==> src/rtl/pipeline_hazard_ctrl_if.sv <==
// rtl/pipeline_hazard_ctrl_if.sv - hazard-control bundle between the pipeline datapath and the stall/flush sequencer
//
// master : datapath side, drives hazard information, receives register controls
// slave  : sequencer side (pipeline_hazard_ctrl)
// Signals:
//   halt_req, idex_memread, idex_rd, ifid_rs, ifid_rt,
//   exmem_memaccess, exmem_branch_taken                 datapath -> sequencer
//   pc_en, ifid_en, idex_en, exmem_en,
//   ifid_flush, idex_flush, exmem_flush,
//   memwb_bubble, halted, stall_cycles                  sequencer -> datapath
interface pipeline_hazard_ctrl_if #(
    parameter int SIZE_ADDR = 5,
    parameter int CNT_W     = 16
);
    logic                 halt_req;
    logic                 idex_memread;
    logic [SIZE_ADDR-1:0] idex_rd;
    logic [SIZE_ADDR-1:0] ifid_rs;
    logic [SIZE_ADDR-1:0] ifid_rt;
    logic                 exmem_memaccess;
    logic                 exmem_branch_taken;

    logic                 pc_en;
    logic                 ifid_en;
    logic                 idex_en;
    logic                 exmem_en;
    logic                 ifid_flush;
    logic                 idex_flush;
    logic                 exmem_flush;
    logic                 memwb_bubble;
    logic                 halted;
    logic [CNT_W-1:0]     stall_cycles;

    modport master (
        output halt_req, idex_memread, idex_rd, ifid_rs, ifid_rt,
               exmem_memaccess, exmem_branch_taken,
        input  pc_en, ifid_en, idex_en, exmem_en,
               ifid_flush, idex_flush, exmem_flush,
               memwb_bubble, halted, stall_cycles
    );

    modport slave (
        input  halt_req, idex_memread, idex_rd, ifid_rs, ifid_rt,
               exmem_memaccess, exmem_branch_taken,
        output pc_en, ifid_en, idex_en, exmem_en,
               ifid_flush, idex_flush, exmem_flush,
               memwb_bubble, halted, stall_cycles
    );
endinterface

==> src/rtl/pipeline_hazard_ctrl.sv <==
// rtl/pipeline_hazard_ctrl.sv - stall/flush sequencer for the 5-stage pipeline
//
// Ports:
//   clk  : clock, all state changes on posedge
//   rst  : synchronous reset, active-high
//   bus  : pipeline_hazard_ctrl_if.slave (hazard inputs, register enables/flushes,
//          memwb_bubble, halted, stall_cycles)
// States RUN / MEM_WAIT / DRAIN / HALTED; outputs are combinational from state and inputs.
module pipeline_hazard_ctrl #(
    parameter int SIZE_ADDR = 5,
    parameter int MEM_LAT   = 2,
    parameter int CNT_W     = 16
) (
    input  logic                 clk,
    input  logic                 rst,
    pipeline_hazard_ctrl_if.slave bus
);
    localparam int WAIT_W = (MEM_LAT > 1) ? $clog2(MEM_LAT) : 1;
    localparam logic [WAIT_W-1:0] WAIT_INIT = WAIT_W'((MEM_LAT > 0) ? MEM_LAT - 1 : 0);

    typedef enum logic [1:0] {S_RUN, S_MEM_WAIT, S_DRAIN, S_HALTED} state_t;

    state_t               state, state_n;
    state_t               ret_state, ret_n;
    logic [WAIT_W-1:0]    wait_cnt, wait_n;
    logic [1:0]           drain_cnt, drain_n;
    logic [CNT_W-1:0]     stall_q;

    logic [SIZE_ADDR-1:0] rd, rs, rt;
    logic                 load_use;
    logic                 mem_freeze;

    logic pc_en, ifid_en, idex_en, exmem_en;
    logic ifid_flush, idex_flush, exmem_flush;
    logic memwb_bubble, halted;

    assign rd = bus.idex_rd;
    assign rs = bus.ifid_rs;
    assign rt = bus.ifid_rt;

    assign load_use   = bus.idex_memread && (rd != '0) && ((rd == rs) || (rd == rt));
    // With single-cycle memory there is nothing to wait for.
    assign mem_freeze = bus.exmem_memaccess && (MEM_LAT != 0);

    always_ff @(posedge clk) begin
        if (rst) begin
            state     <= S_RUN;
            ret_state <= S_RUN;
            wait_cnt  <= '0;
            drain_cnt <= '0;
            stall_q   <= '0;
        end else begin
            state     <= state_n;
            ret_state <= ret_n;
            wait_cnt  <= wait_n;
            drain_cnt <= drain_n;
            if (!pc_en && (state != S_HALTED) && (stall_q != '1))
                stall_q <= stall_q + CNT_W'(1);
        end
    end

    always_comb begin
        pc_en        = 1'b1;
        ifid_en      = 1'b1;
        idex_en      = 1'b1;
        exmem_en     = 1'b1;
        ifid_flush   = 1'b0;
        idex_flush   = 1'b0;
        exmem_flush  = 1'b0;
        memwb_bubble = 1'b0;
        halted       = 1'b0;
        state_n      = state;
        ret_n        = ret_state;
        wait_n       = wait_cnt;
        drain_n      = drain_cnt;

        case (state)
            S_RUN: begin
                if (mem_freeze) begin
                    {pc_en, ifid_en, idex_en, exmem_en} = 4'b0000;
                    memwb_bubble = 1'b1;
                    state_n      = S_MEM_WAIT;
                    wait_n       = WAIT_INIT;
                    ret_n        = S_RUN;
                end else if (bus.exmem_branch_taken) begin
                    {ifid_flush, idex_flush, exmem_flush} = 3'b111;
                end else if (load_use) begin
                    pc_en      = 1'b0;
                    ifid_en    = 1'b0;
                    idex_flush = 1'b1;
                end else if (bus.halt_req) begin
                    // PC keeps the address of the fetch being discarded so resume re-fetches it.
                    pc_en      = 1'b0;
                    ifid_flush = 1'b1;
                    state_n    = S_DRAIN;
                    drain_n    = 2'd3;
                end
            end
            S_MEM_WAIT: begin
                if (wait_cnt != '0) begin
                    {pc_en, ifid_en, idex_en, exmem_en} = 4'b0000;
                    memwb_bubble = 1'b1;
                    wait_n       = wait_cnt - WAIT_W'(1);
                end else begin
                    state_n = ret_state;
                end
                // A wait entered from a drain must not let the front end advance.
                if (ret_state == S_DRAIN) begin
                    pc_en      = 1'b0;
                    ifid_flush = 1'b1;
                end
            end
            S_DRAIN: begin
                pc_en      = 1'b0;
                ifid_flush = 1'b1;
                if (mem_freeze) begin
                    {ifid_en, idex_en, exmem_en} = 3'b000;
                    memwb_bubble = 1'b1;
                    state_n      = S_MEM_WAIT;
                    wait_n       = WAIT_INIT;
                    ret_n        = S_DRAIN;
                end else begin
                    if (bus.exmem_branch_taken) begin
                        idex_flush  = 1'b1;
                        exmem_flush = 1'b1;
                    end
                    if (drain_cnt == 2'd0)
                        state_n = S_HALTED;
                    else
                        drain_n = drain_cnt - 2'd1;
                end
            end
            S_HALTED: begin
                {pc_en, ifid_en, idex_en, exmem_en} = 4'b0000;
                halted = 1'b1;
                if (!bus.halt_req)
                    state_n = S_RUN;
            end
            default: state_n = S_RUN;
        endcase

        // During reset every stage loads a bubble so no stale instruction survives.
        if (rst) begin
            {pc_en, ifid_en, idex_en, exmem_en}   = 4'b1111;
            {ifid_flush, idex_flush, exmem_flush} = 3'b111;
            memwb_bubble = 1'b1;
            halted       = 1'b0;
        end
    end

    assign bus.pc_en        = pc_en;
    assign bus.ifid_en      = ifid_en;
    assign bus.idex_en      = idex_en;
    assign bus.exmem_en     = exmem_en;
    assign bus.ifid_flush   = ifid_flush;
    assign bus.idex_flush   = idex_flush;
    assign bus.exmem_flush  = exmem_flush;
    assign bus.memwb_bubble = memwb_bubble;
    assign bus.halted       = halted;
    assign bus.stall_cycles = stall_q;
endmodule

==> src/flat_wrapper.sv <==
// flat-port wrapper written by rule: the top's interface ports become plain ports
module pipeline_hazard_ctrl_flat 
#(
    parameter int SIZE_ADDR = 5,
    parameter int MEM_LAT   = 2,
    parameter int CNT_W     = 16
)
  (clk, rst, bus_halt_req, bus_idex_memread, bus_idex_rd, bus_ifid_rs, bus_ifid_rt, bus_exmem_memaccess, bus_exmem_branch_taken, bus_pc_en, bus_ifid_en, bus_idex_en, bus_exmem_en, bus_ifid_flush, bus_idex_flush, bus_exmem_flush, bus_memwb_bubble, bus_halted, bus_stall_cycles);
  pipeline_hazard_ctrl_if #(.SIZE_ADDR(SIZE_ADDR), .CNT_W(CNT_W)) bus_i ();
  input  logic clk;
  input  logic rst;
  input wire logic [$bits(bus_i.halt_req)-1:0] bus_halt_req;
  input wire logic [$bits(bus_i.idex_memread)-1:0] bus_idex_memread;
  input wire logic [$bits(bus_i.idex_rd)-1:0] bus_idex_rd;
  input wire logic [$bits(bus_i.ifid_rs)-1:0] bus_ifid_rs;
  input wire logic [$bits(bus_i.ifid_rt)-1:0] bus_ifid_rt;
  input wire logic [$bits(bus_i.exmem_memaccess)-1:0] bus_exmem_memaccess;
  input wire logic [$bits(bus_i.exmem_branch_taken)-1:0] bus_exmem_branch_taken;
  output wire logic [$bits(bus_i.pc_en)-1:0] bus_pc_en;
  output wire logic [$bits(bus_i.ifid_en)-1:0] bus_ifid_en;
  output wire logic [$bits(bus_i.idex_en)-1:0] bus_idex_en;
  output wire logic [$bits(bus_i.exmem_en)-1:0] bus_exmem_en;
  output wire logic [$bits(bus_i.ifid_flush)-1:0] bus_ifid_flush;
  output wire logic [$bits(bus_i.idex_flush)-1:0] bus_idex_flush;
  output wire logic [$bits(bus_i.exmem_flush)-1:0] bus_exmem_flush;
  output wire logic [$bits(bus_i.memwb_bubble)-1:0] bus_memwb_bubble;
  output wire logic [$bits(bus_i.halted)-1:0] bus_halted;
  output wire logic [$bits(bus_i.stall_cycles)-1:0] bus_stall_cycles;
  assign bus_i.halt_req = bus_halt_req;
  assign bus_i.idex_memread = bus_idex_memread;
  assign bus_i.idex_rd = bus_idex_rd;
  assign bus_i.ifid_rs = bus_ifid_rs;
  assign bus_i.ifid_rt = bus_ifid_rt;
  assign bus_i.exmem_memaccess = bus_exmem_memaccess;
  assign bus_i.exmem_branch_taken = bus_exmem_branch_taken;
  assign bus_pc_en = bus_i.pc_en;
  assign bus_ifid_en = bus_i.ifid_en;
  assign bus_idex_en = bus_i.idex_en;
  assign bus_exmem_en = bus_i.exmem_en;
  assign bus_ifid_flush = bus_i.ifid_flush;
  assign bus_idex_flush = bus_i.idex_flush;
  assign bus_exmem_flush = bus_i.exmem_flush;
  assign bus_memwb_bubble = bus_i.memwb_bubble;
  assign bus_halted = bus_i.halted;
  assign bus_stall_cycles = bus_i.stall_cycles;
  pipeline_hazard_ctrl #(.SIZE_ADDR(SIZE_ADDR), .MEM_LAT(MEM_LAT), .CNT_W(CNT_W)) u_core (.clk(clk), .rst(rst), .bus(bus_i));
endmodule
==> config.mk <==
export PLATFORM = sky130hd
export DESIGN_NAME = pipeline_hazard_ctrl_flat
export DESIGN_NICKNAME = d
export VERILOG_FILES = /design/src/rtl/pipeline_hazard_ctrl_if.sv /design/src/rtl/pipeline_hazard_ctrl.sv /design/src/flat_wrapper.sv
export SDC_FILE = /design/constraint.sdc
export NUM_CORES = 1
export LEC_CHECK = 0
export BUFFER_PORTS_ARGS = -buffer_cell sky130_fd_sc_hd__buf_2
export CAP_MARGIN = 20
export CORE_MARGIN = 4
export CORE_UTILIZATION = 33
export DETAILED_ROUTE_END_ITERATION = 6
export SLEW_MARGIN = 20
export SYNTH_ARGS = -nofsm -noshare
export SYNTH_HDL_FRONTEND = slang
export SYNTH_SLANG_ARGS = --single-unit
==> constraint.sdc <==
create_clock -name clk -period 2.32 [get_ports clk]
set_input_delay 0 -clock clk [delete_from_list [all_inputs] [get_ports clk]]
set_output_delay 0 -clock clk [all_outputs]
set_load 0.01 [all_outputs]
==> flow_metrics.py <==
metrics = {
    "yosys": {
        "synth_edf_count": 0,
        "synth_fp_nets": 208,
        "synth_top_area_share": 0.3029,
        "synthDistinctLibCells": 48,
        "yosysMostFrequentCell": "dfxtp_1",
        "avgSynthCellArea_sq_um": 7.859,
        "ys_warn_count": 0,
        "seq_area_frac_synth": 0.3029,
        "yosys_register_bits": 22,
        "yosys-top-cells-count": "dfxtp_1, nand2_1, nor2_1",
        "async_reset_ff_frac": 0,
        "postSynth.topFlopCell": "dfxtp_1",
        "synthTopCellsByArea": "dfxtp_1, xnor2_1, or4_1",
        "synthesis.instances": 185,
        "synthesis.area_sq_um": 1454,
        "synth_largest_area_cell": "dfxtp_1",
    },
    "cells_and_area": {
        "antenna_cells": 0,
        "utilization": 0.4533,
        "finalNetCount": 257,
        "fill_cells": 417,
        "final_cell_area_sq_um": 1866,
        "area_growth_pct": 28.31,
        "drive_above_1_share": 0.3176,
        "stdcell_count": 283,
    },
    "floorplan": {
        "die_area_sq_um": 5532,
        "start_util": 0.3533,
        "boundaryPins": 46,
        "die_w_um": 74.38,
        "num_rows": 23,
        "fp.dieH_um": 74.38,
        "core_area_sq_um": 4115,
    },
    "grt": {
        "grt_pass1_wl_um": 5837,
        "antenna_found_initial": 0,
        "grt_max_degree": 28,
        "grt_pass1_vias": 1300,
        "overflow": 0,
        "grt_usage": 0.1331,
    },
    "clock_tree": {
        "ctsResizeCount": 0,
        "cts_buffer_depth": 2,
        "cts_setup_buffers": 0,
        "cts.clk_slew.worst_paths_ps": 90,
        "h-tree-depth": 1,
        "root_buffer": "clkbuf_8",
        "clkSinkCount": 22,
        "hold_buffers": 0,
        "clock_latency_ps": 270,
        "cts_made_buffers": 3,
        "cts_tree": "yes",
    },
    "routing": {
        "drc_errors": 0,
        "drt_first_pass_iters": 5,
        "drt-initial-drc-count": 88,
        "routedWlPerCell_um": 13.31,
        "wl_um": 3768,
        "antenna_left": 0,
        "vias_per_cell": 5.223,
        "vias": 1478,
    },
    "power_and_ir_drop": {
        "power_frac_seq": 0.416,
        "sw_frac_of_total": 0.2680,
        "power_frac_comb": 0.213,
        "netSwitchingPower_w": 0.0002643,
        "power_density_nw_per_um2": 528.6,
        "ir_drop_mv": 0.2027,
        "clock_power_share": 0.372,
        "p_leak_nw": 0.7614,
        "power_w": 0.0009862,
        "intPower_w": 0.0007219,
    },
    "placement": {
        "postPlaceCellArea_sq_um": 1793,
        "numPortBuffers": 45,
        "dp_slack_ps": 78.34,
        "dp_hpwl_um": 2745,
        "gp_congestion": 0.7575,
        "post-place-cells": 279,
    },
    "timing": {
        "fmax_ghz": 0.4547,
        "hold_viol": 0,
        "clock_skew_ps": 6.509,
        "layout_setup_ws_ps": 120.7,
        "layout_min_cycle_time_ps": 2199,
        "maxSlewViolCount": 0,
        "rsz0062_at_grt": "true",
        "max-slew-margin-rel": 0.6436,
        "worst_pin_slew_ps": 534.6,
        "setup_viol": 0,
        "finalCritPeriodShare": 0.9480,
    },
    "critical_path": {
        "reg2reg_depth": 7,
        "regToRegSetupSlack_ps": 120,
        "critPathSlowestCell": "or4_1",
        "cp-endpoint": "u_core.bus.stall_cycles[8]",
        "worstSetupPathType": "flop to flop",
        "worst_setup_path_start_kind": "flop",
        "cp_max_fo": 11,
        "cp.depth": 7,
        "worst_path_most_repeated_cell": "or4_1",
        "crit_path_max_incr_delay_ps": 500,
        "crit_chain": "ha_1, and2_4, and3_4, a32o_2, or4_1, or4_1, nand2_1",
        "rr_endpoint": "u_core.bus.stall_cycles[8]",
        "cp_top_family": "simple AND/OR/NAND/NOR gates",
        "worst_setup_path_end_kind": "flop",
        "crit_buf_inv": 0,
        "rr_startpoint": "u_core.bus.stall_cycles[0]",
        "crit_start": "u_core.bus.stall_cycles[0]",
        "crit_arrival_ps": 2420,
        "critPathRequiredTime_ps": 2540,
    },
    "run_status": {
        "status": "complete, no violations",
    },
    "hold_path": {
        "hp-class": "input port to flop",
        "hp-start": "bus_halt_req",
    },
    "run": {
        "max_cap_viol_count": 0,
    },
}
registers in the layout, summed over array words and instances, names as in the netlist:
register,cells
u_core.state,2
u_core.wait_cnt,1
u_core.ret_state,1
u_core.bus.stall_cycles,16
u_core.drain_cnt,2
worst min-delay path, cell delays in order:
cell	delay, ps
buf_2	140
a31oi_1	110
a21oi_1	140
cell families after synthesis:
group | synth area share
simple gates | 0.3107
compound gates | 0.1859
flops | 0.3029
buf+inv | 0.06970
xor+xnor | 0.06024
mux | 0.05335
fa+ha+maj | 0.01721
placed cells by master (no fill, tap or decap), types with 2 or more instances in the layout:
master and count:
mux2_2 4, a31oi_1 4, buf_4 10, o311ai_0 3
buf_2 45, mux2_1 2, nand3_1 8, xnor2_1 10
nand2_1 19, o21ai_0 6, dfxtp_1 21, nor3_2 2
nand4_1 4, clkbuf_8 3, inv_1 6, o41ai_1 2
nor2_1 12, or4_1 10, nor3_1 7, ha_1 2
or3_1 7, a311oi_1 2, buf_12 2, a21oi_1 11
nor2b_1 6
power groups by stage:
stage | clock network, W | logic [W] | registers (W)
floorplan | 0 | 0.000123 | 0.000419
global placement | 0 | 0.000211 | 0.000418
detailed placement | 0 | 0.000209 | 0.000418
CTS | 0.000373 | 0.000210 | 0.000410
global route | 0.000393 | 0.000230 | 0.000412
finish | 0.000366 | 0.000210 | 0.000410
area by class of cell:
class,count,area [sq um],area share
clock buffer,3,41.29,0.02213
timing repair buffer,57,340.3,0.1824
tap,50,62.56,0.03353
sequential,22,441.7,0.2368
inverter,7,26.28,0.01408
multi-input combinational,143,923.4,0.4950
clock inverter,1,30.03,0.01610
metal layers:
layer  part of all wire  vias up  global-route usage
met3              0.076        6             0.02162
met2               0.43       58              0.2117
met4              0.016        0             0.05336
met1               0.48      634              0.1792
li1                   -      780                   -
met5                  0        -                   0
per-stage QoR:
stage                     TNS [ps]  hold WS [ps]
after floorplan                  0         122.3
after CTS                        0         151.7
after global routing        -9.936         179.6
after global placement           0         382.9
after detailed placement         0         393.5
final                            0         159.6
how the worst min path moves through the flow:
stage,end,slack (ps),depth (start not counted)
3_5_place_dp,bus_exmem_flush,390,4
6_report,u_core.drain_cnt[0],160,3
2_1_floorplan,bus_exmem_flush,120,2
4_1_cts,u_core.drain_cnt[0],150,3
5_1_grt,u_core.drain_cnt[0],180,3
3_3_place_gp,bus_exmem_flush,380,4
(Power assumes the default switching activity.)
